`src/rtl/pc_seq_pkg.sv`:
```
// Shared types for the fetch-stage program-counter sequencer.
//   pc_mode_e  : next-PC command presented each cycle by the fetch controller
//   pc_cause_e : reason recorded on trap entry
package pc_pkg;

    typedef enum logic [2:0] {
        ModeStall  = 3'd0,
        ModeNext   = 3'd1,
        ModeBrRel  = 3'd2,
        ModeJmpAbs = 3'd3,
        ModeCall   = 3'd4,
        ModeRet    = 3'd5,
        ModeTrap   = 3'd6,
        ModeEret   = 3'd7
    } pc_mode_e;

    typedef enum logic [1:0] {
        CauseSw           = 2'd0,
        CauseMisalign     = 2'd1,
        CauseRasUnderflow = 2'd2,
        CauseRsvd         = 2'd3
    } pc_cause_e;

endpackage

```
`src/rtl/pc_seq_if.sv`:
```
// Command/status bundle between the fetch controller and pc_seq.
//   i_mode/i_target : next-PC command (driven by master)
//   o_pc, o_epc     : current PC and PC saved on last trap entry
//   o_cause         : cause of last trap
//   o_in_trap       : trap handler active
//   o_ras_count     : valid return-address stack entries
//   o_dbl_fault     : one-cycle pulse on a trap request while already in a trap
interface pc_seq_if
    import pc_pkg::*;
#(
    parameter int unsigned RAS_DEPTH = 4
);
    localparam int unsigned CNT_W = $clog2(RAS_DEPTH + 1);

    pc_mode_e         i_mode;
    logic [31:0]      i_target;
    logic [31:0]      o_pc;
    logic [31:0]      o_epc;
    logic [1:0]       o_cause;
    logic             o_in_trap;
    logic [CNT_W-1:0] o_ras_count;
    logic             o_dbl_fault;

    modport master (
        output i_mode, i_target,
        input  o_pc, o_epc, o_cause, o_in_trap, o_ras_count, o_dbl_fault
    );

    modport slave (
        input  i_mode, i_target,
        output o_pc, o_epc, o_cause, o_in_trap, o_ras_count, o_dbl_fault
    );

endinterface

```
`src/rtl/pc_seq_ras.sv`:
```
// pc_ras: circular return-address stack.
//   i_clk, i_reset : clock, synchronous active-high reset (clears all entries)
//   i_push, i_data : push i_data; when full the oldest entry is overwritten
//   i_pop          : discard top entry (ignored when empty)
//   o_top          : current top entry (valid when o_count != 0)
//   o_count        : number of valid entries, saturates at RAS_DEPTH
// Push and pop are never requested together by the sequencer; push wins if they are.
module pc_ras #(
    parameter int unsigned RAS_DEPTH = 4,
    parameter int unsigned W         = 13
) (
    input  logic                         i_clk,
    input  logic                         i_reset,
    input  logic                         i_push,
    input  logic                         i_pop,
    input  logic [W-1:0]                 i_data,
    output logic [W-1:0]                 o_top,
    output logic [$clog2(RAS_DEPTH+1)-1:0] o_count
);
    localparam int unsigned PTR_W = (RAS_DEPTH > 1) ? $clog2(RAS_DEPTH) : 1;
    localparam int unsigned CNT_W = $clog2(RAS_DEPTH + 1);

    logic [W-1:0]     mem_q [RAS_DEPTH];
    logic [PTR_W-1:0] ptr_q;        // next slot to write
    logic [CNT_W-1:0] count_q;
    logic [PTR_W-1:0] ptr_inc;
    logic [PTR_W-1:0] ptr_dec;

    // Explicit wrap so non-power-of-two depths stay circular.
    always_comb begin
        ptr_inc = (ptr_q == PTR_W'(RAS_DEPTH - 1)) ? '0 : ptr_q + PTR_W'(1);
        ptr_dec = (ptr_q == '0) ? PTR_W'(RAS_DEPTH - 1) : ptr_q - PTR_W'(1);
    end

    assign o_top   = mem_q[ptr_dec];
    assign o_count = count_q;

    always_ff @(posedge i_clk) begin
        if (i_reset) begin
            ptr_q   <= '0;
            count_q <= '0;
            for (int i = 0; i < int'(RAS_DEPTH); i++) begin
                mem_q[i] <= '0;
            end
        end else if (i_push) begin
            mem_q[ptr_q] <= i_data;
            ptr_q        <= ptr_inc;
            if (count_q != CNT_W'(RAS_DEPTH)) begin
                count_q <= count_q + CNT_W'(1);
            end
        end else if (i_pop && (count_q != '0)) begin
            ptr_q   <= ptr_dec;
            count_q <= count_q - CNT_W'(1);
        end
    end

endmodule

```
`src/rtl/pc_seq.sv`:
```
// pc_seq: registered program-counter sequencer for the fetch stage.
//   i_clk, i_reset : clock, synchronous active-high reset
//   bus (slave)    : i_mode/i_target command in; o_pc, o_epc, o_cause, o_in_trap,
//                    o_ras_count, o_dbl_fault status out
// The PC lives in a byte-address field wide enough to span the instruction memory
// (MEM_DEPTH halfwords) and wraps modulo its size; upper o_pc bits read as zero.
// Targets with bit 0 set and returns from an empty RAS become traps; any trap
// request while already in a trap only pulses o_dbl_fault.
module pc_seq
    import pc_pkg::*;
#(
    parameter int unsigned MEM_DEPTH = 4096,
    parameter int unsigned INC       = 2,
    parameter int unsigned RESET_PC  = 0,
    parameter int unsigned TRAP_VEC  = 'h10,
    parameter int unsigned RAS_DEPTH = 4
) (
    input  logic     i_clk,
    input  logic     i_reset,
    pc_seq_if.slave  bus
);
    // Byte address field covering MEM_DEPTH halfwords: pc = o_pc[ADDR_WIDTH:0].
    localparam int unsigned ADDR_WIDTH = $clog2(MEM_DEPTH * 2) - 1;
    localparam int unsigned W          = ADDR_WIDTH + 1;
    localparam int unsigned CNT_W      = $clog2(RAS_DEPTH + 1);

    logic [W-1:0] pc_q, pc_d;
    logic [W-1:0] epc_q, epc_d;
    pc_cause_e    cause_q, cause_d;
    logic         in_trap_q, in_trap_d;
    logic         dbl_q, dbl_d;

    logic [W-1:0]     tgt;
    logic [W-1:0]     pc_seq_nxt;
    logic [W-1:0]     pc_rel;
    logic [W-1:0]     ras_top;
    logic [CNT_W-1:0] ras_count;
    logic             ras_push;
    logic             ras_pop;
    logic             trap_req;
    pc_cause_e        trap_cause;

    // Offsets and absolute targets are truncated to the PC field before use.
    assign tgt        = bus.i_target[W-1:0];
    assign pc_seq_nxt = pc_q + W'(INC);
    assign pc_rel     = pc_q + tgt;

    logic unused_target_hi;
    assign unused_target_hi = ^bus.i_target[31:W];

    pc_ras #(
        .RAS_DEPTH (RAS_DEPTH),
        .W         (W)
    ) u_ras (
        .i_clk   (i_clk),
        .i_reset (i_reset),
        .i_push  (ras_push),
        .i_pop   (ras_pop),
        .i_data  (pc_seq_nxt),
        .o_top   (ras_top),
        .o_count (ras_count)
    );

    always_comb begin
        pc_d       = pc_q;
        epc_d      = epc_q;
        cause_d    = cause_q;
        in_trap_d  = in_trap_q;
        dbl_d      = 1'b0;
        ras_push   = 1'b0;
        ras_pop    = 1'b0;
        trap_req   = 1'b0;
        trap_cause = CauseSw;

        unique case (bus.i_mode)
            ModeStall: ;
            ModeNext:  pc_d = pc_seq_nxt;
            ModeBrRel: begin
                if (pc_rel[0]) begin
                    trap_req   = 1'b1;
                    trap_cause = CauseMisalign;
                end else begin
                    pc_d = pc_rel;
                end
            end
            ModeJmpAbs: begin
                if (tgt[0]) begin
                    trap_req   = 1'b1;
                    trap_cause = CauseMisalign;
                end else begin
                    pc_d = tgt;
                end
            end
            ModeCall: begin
                if (pc_rel[0]) begin
                    trap_req   = 1'b1;
                    trap_cause = CauseMisalign;
                end else begin
                    pc_d     = pc_rel;
                    ras_push = 1'b1;
                end
            end
            ModeRet: begin
                if (ras_count == '0) begin
                    trap_req   = 1'b1;
                    trap_cause = CauseRasUnderflow;
                end else begin
                    pc_d    = ras_top;
                    ras_pop = 1'b1;
                end
            end
            ModeTrap: begin
                trap_req   = 1'b1;
                trap_cause = CauseSw;
            end
            ModeEret: begin
                if (in_trap_q) begin
                    pc_d      = epc_q;
                    in_trap_d = 1'b0;
                end
            end
            default: ;
        endcase

        // Trap entry overrides the mode result; a nested request freezes everything.
        if (trap_req) begin
            ras_push = 1'b0;
            ras_pop  = 1'b0;
            if (in_trap_q) begin
                pc_d  = pc_q;
                dbl_d = 1'b1;
            end else begin
                epc_d     = pc_q;
                cause_d   = trap_cause;
                pc_d      = W'(TRAP_VEC);
                in_trap_d = 1'b1;
            end
        end
    end

    always_ff @(posedge i_clk) begin
        if (i_reset) begin
            pc_q      <= W'(RESET_PC);
            epc_q     <= '0;
            cause_q   <= CauseSw;
            in_trap_q <= 1'b0;
            dbl_q     <= 1'b0;
        end else begin
            pc_q      <= pc_d;
            epc_q     <= epc_d;
            cause_q   <= cause_d;
            in_trap_q <= in_trap_d;
            dbl_q     <= dbl_d;
        end
    end

    assign bus.o_pc        = {{(32 - W){1'b0}}, pc_q};
    assign bus.o_epc       = {{(32 - W){1'b0}}, epc_q};
    assign bus.o_cause     = cause_q;
    assign bus.o_in_trap   = in_trap_q;
    assign bus.o_ras_count = ras_count;
    assign bus.o_dbl_fault = dbl_q;

endmodule

```
`src/flat_wrapper.sv`:
```
// flat-port wrapper written by rule: the top's interface ports become plain ports
module pc_seq_flat import pc_pkg::*;
#(
    parameter int unsigned MEM_DEPTH = 4096,
    parameter int unsigned INC       = 2,
    parameter int unsigned RESET_PC  = 0,
    parameter int unsigned TRAP_VEC  = 'h10,
    parameter int unsigned RAS_DEPTH = 4
)
  (i_clk, i_reset, bus_i_mode, bus_i_target, bus_o_pc, bus_o_epc, bus_o_cause, bus_o_in_trap, bus_o_ras_count, bus_o_dbl_fault);
  pc_seq_if #(.RAS_DEPTH(RAS_DEPTH)) bus_i ();
  input  logic i_clk;
  input  logic i_reset;
  input wire logic [$bits(bus_i.i_mode)-1:0] bus_i_mode;
  input wire logic [$bits(bus_i.i_target)-1:0] bus_i_target;
  output wire logic [$bits(bus_i.o_pc)-1:0] bus_o_pc;
  output wire logic [$bits(bus_i.o_epc)-1:0] bus_o_epc;
  output wire logic [$bits(bus_i.o_cause)-1:0] bus_o_cause;
  output wire logic [$bits(bus_i.o_in_trap)-1:0] bus_o_in_trap;
  output wire logic [$bits(bus_i.o_ras_count)-1:0] bus_o_ras_count;
  output wire logic [$bits(bus_i.o_dbl_fault)-1:0] bus_o_dbl_fault;
  assign bus_i.i_mode = bus_i_mode;
  assign bus_i.i_target = bus_i_target;
  assign bus_o_pc = bus_i.o_pc;
  assign bus_o_epc = bus_i.o_epc;
  assign bus_o_cause = bus_i.o_cause;
  assign bus_o_in_trap = bus_i.o_in_trap;
  assign bus_o_ras_count = bus_i.o_ras_count;
  assign bus_o_dbl_fault = bus_i.o_dbl_fault;
  pc_seq #(.MEM_DEPTH(MEM_DEPTH), .INC(INC), .RESET_PC(RESET_PC), .TRAP_VEC(TRAP_VEC), .RAS_DEPTH(RAS_DEPTH)) u_core (.i_clk(i_clk), .i_reset(i_reset), .bus(bus_i));
endmodule
```
`config.mk`:
```
export PLATFORM = sky130hd
export DESIGN_NAME = pc_seq_flat
export DESIGN_NICKNAME = d
export VERILOG_FILES = /design/src/rtl/pc_seq_pkg.sv /design/src/rtl/pc_seq_if.sv /design/src/rtl/pc_seq_ras.sv /design/src/rtl/pc_seq.sv /design/src/flat_wrapper.sv
export SDC_FILE = /design/constraint.sdc
export NUM_CORES = 1
export LEC_CHECK = 0
export BUFFER_PORTS_ARGS = -buffer_cell sky130_fd_sc_hd__buf_2
export CAP_MARGIN = 20
export CELL_PAD_IN_SITES_DETAIL_PLACEMENT = 1
export CELL_PAD_IN_SITES_GLOBAL_PLACEMENT = 1
export CORE_ASPECT_RATIO = 0.9
export CORE_UTILIZATION = 40
export CTS_BUF_LIST = sky130_fd_sc_hd__clkbuf_16
export DETAILED_ROUTE_END_ITERATION = 6
export PLACE_DENSITY = 0.79
export SYNTH_ARGS = -nofsm -noshare
export SYNTH_HDL_FRONTEND = slang
export SYNTH_SLANG_ARGS = --single-unit
```
`constraint.sdc`:
```
create_clock -name i_clk -period 4.3 [get_ports i_clk]
set_input_delay 1.075 -clock i_clk [delete_from_list [all_inputs] [get_ports i_clk]]
set_output_delay 1.075 -clock i_clk [all_outputs]
set_load 0.03 [all_outputs]
```
==> results.py <==
metrics = {
    "floorplan": {
        "die-area_sq_um": 13500,
        "row_count": 39,
        "die_w_um": 122,
        "die_y_um": 110,
        "start_util_pct": 41.1,
        "core_area_sq_um": 12700,
        "ios": 108,
    },
    "critical_path": {
        "reg2reg_to": "u_core.pc_q[11]$_SDFFE_PP0P_",
        "r2r_setup_slack_ns": 1.55,
        "crit_fanout": 35,
        "rr_startpoint": "u_core.pc_q[1]$_SDFFE_PP0P_",
        "required_ns": 4.57,
        "cp_data_arrival_time_ns": 3.38,
        "worstSetupPathType": "in2reg",
        "cp-end-kind": "register",
        "start_kind": "primary input",
        "reg2reg_depth": 9,
    },
    "logic_synthesis": {
        "synth_ff_type": "edfxtp_1",
        "syn_area_sq_um": 5220,
        "async_flop_share_pct": 0,
        "ys_top_cells_by_area": "edfxtp_1, dfxtp_1, nor2_1, buf_4, mux4_2",
        "synth.top_cell.area_share_pct": 29.9,
        "yosysSeqAreaShare_pct": 43.4,
        "yosys_warnings": 0,
        "netlist-cell-type-count": 53,
        "yosys.area.top_type": "edfxtp_1",
        "synth-seq-cells": 87,
        "synth_cells": 536,
        "syn_area_per_cell_sq_um": 9.73,
        "synth_edf_count": 52,
    },
    "detailed_routing": {
        "vias": 4095,
        "wl_um": 14500,
        "wire_per_inst_um": 19.4,
        "ant_nets": 0,
        "drtIter0Drc": 291,
        "drc": 0,
        "drt-pass1-iter-count": 4,
        "routed_via_density": 5.49,
    },
    "timing": {
        "tns_ns": 0,
        "rsz0062_at_grt": "no",
        "clock.fmax_ghz": 0.321,
        "final.period_utilization_pct": 72.4,
        "tightestPinTransition_ns": 0.812,
        "setup_violations": 0,
        "min_period_ns": 3.11,
        "slew_headroom_pct": 45.9,
        "finClkSkew_ns": 0.00876,
        "drv_slew": 0,
        "finalHoldViolations": 0,
    },
    "clocking": {
        "cts_buffers": 9,
        "cts-hold-fix-buffers": 0,
        "post_cts_resized": 0,
        "root_buffer": "clkbuf_16",
        "clockBufferDepth": 2,
        "cts.reportedPaths.clkPinSlew_ns": 0.07,
        "cts_tree": "done",
        "post_cts_buffers": 0,
        "insertion_delay_ns": 0.35,
        "cts_max_level": 3,
        "clock-sinks": 87,
    },
    "final_layout": {
        "fill_cells": 1454,
        "area_delta_synth_final_pct": 10.2,
        "layout-drive-gt1-share_pct": 16.8,
        "nets": 631,
        "final_common_cell": "nor2_1",
        "stdcell_area_sq_um": 5750,
        "diodes": 0,
        "mostFrequentLayoutCells": "nor2_1, edfxtp_1, buf_2",
    },
    "placed_design": {
        "dpl.hpwl_um": 9730,
        "placed_area_sq_um": 5460,
        "gp_congestion": 0.823,
        "port_buffers": 50,
    },
    "hold_path": {
        "holdPathStages": 2,
        "worstHoldEndpoint": "u_core.bus.o_cause[0]$_SDFFE_PP0P_",
        "worstHoldStart": "u_core.bus.o_cause[0]$_SDFFE_PP0P_",
        "min_path_type": "reg2reg",
    },
    "power_and_ir_drop": {
        "vdd_drop_max_v": 0.000251,
        "power.leakage_nw": 2.29,
        "power_density_nw_per_um2": 383,
        "total_power_mw": 2.20,
    },
    "global_routing": {
        "grt_pass1_wl_um": 22700,
        "antenna_found_initial": 1,
        "grt_pass1_vias": 4090,
        "grt_start_max_net_pins": 36,
        "gr-total-overflow": 0,
        "grt_usage_pct": 22.8,
    },
    "run_status": {
        "outcome": "completed",
    },
    "job": {
        "maxCapViolCount": 0,
    },
}
## metal layers
| metal | vias up | GRT usage [%] | wire length [um] |
|---|---|---|---|
| met4 | 2 | 8.54 | 218 |
| li1 | 1910 | - | - |
| met1 | 2045 | 30.1 | 6380 |
| met5 | - | 0 | 13 |
| met3 | 19 | 3.03 | 705 |
| met2 | 119 | 38.0 | 7150 |
## Yosys cell counts (3+ instances only)
cell type and instances:
or3_1 4, o21ai_0 14, a21o_1 3, a211oi_1 14
buf_4 40, dfxtp_1 35, edfxtp_1 52, and3_1 6
buf_1 3, a21boi_0 4, buf_2 4, inv_1 13
and2_1 3, buf_6 4, xnor2_1 12, nand2b_1 10
mux4_2 13, a21oi_1 47, nand2_1 27, xor2_1 12
nand3_1 6, nor3_1 5, a31oi_1 4, mux2i_1 24
nor2b_1 3, nor2_1 99, o22ai_1 4, o21ai_1 3
clkbuf_1 18, ha_1 15, a22o_1 6, nand4_1 4
## critical path, cell delays in order
cell,delay (ns)
buf_2,0.10
buf_4,0.36
mux2i_1,0.25
nor3b_1,0.07
a21oi_1,0.30
nand2_2,0.13
or3_1,0.49
a21oi_2,0.20
nand2b_1,0.16
o211ai_1,0.22
## worst max path at each step
stage                         start                                     end  slack [ns]  cells after the start
floorplan           bus_i_target[0]  u_core.u_ras.mem_q[2][0]$_SDFFCE_PN0P_        1.26                      5
global placement      bus_i_mode[1]           u_core.epc_q[12]$_SDFFE_PP0N_        0.93                      9
detailed placement    bus_i_mode[1]           u_core.epc_q[12]$_SDFFE_PP0N_        0.87                      9
CTS                   bus_i_mode[1]            u_core.epc_q[6]$_SDFFE_PP0N_        1.19                      9
global route          bus_i_mode[2]  u_core.u_ras.mem_q[1][7]$_SDFFCE_PN0P_        1.01                      9
finish                bus_i_mode[0]            u_core.pc_q[11]$_SDFFE_PP0P_        1.19                     10
## cell type report
| cell class | count | area [sq um] | share of cell area (%) |
|---|---|---|---|
| clock buffer | 9 | 225 | 3.92 |
| inverter | 13 | 48.8 | 0.849 |
| timing repair buffer | 62 | 340 | 5.92 |
| sequential | 87 | 2260 | 39.4 |
| clock inverter | 7 | 65.1 | 1.13 |
| multi-input combinational | 404 | 2600 | 45.2 |
| tap | 164 | 205 | 3.57 |
## power by group
part,switching [mW],internal (mW)
logic,0.297,0.145
registers,0.0494,0.921
clock network,0.340,0.447
## stage by stage
stage	hold WS [ns]	utilization [%]	instances	worst slack, ns
floorplan	0.482	-	573	1.26
global placement	0.463	43.0	730	0.935
detailed placement	0.485	43.0	730	0.872
CTS	0.499	45.3	746	1.19
global route	0.526	45.3	746	1.01
finish	0.494	45.3	746	1.19
## cell families (layout without fill, tap and decap cells)
family,after synthesis,count (layout),share of synthesized area [%]
compound gates,113,113,13.4
xor+xnor,24,24,4.03
fa+ha+maj,17,17,4.37
buf+inv,82,91,9.45
flops,87,87,43.4
mux,37,37,10.2
other cells,1,38,0.0719
simple gates,175,175,15.1
## flip-flops by register name, summed over array words and instances, names as in the netlist
register,count
u_core.u_ras.mem_q,52
u_core.epc_q,13
u_core.pc_q,13
u_core.u_ras.o_count,3
u_core.bus.o_cause,2
u_core.u_ras.ptr_q,2
u_core.bus.o_dbl_fault,1
u_core.bus.o_in_trap,1
(Power assumes the default switching activity.)
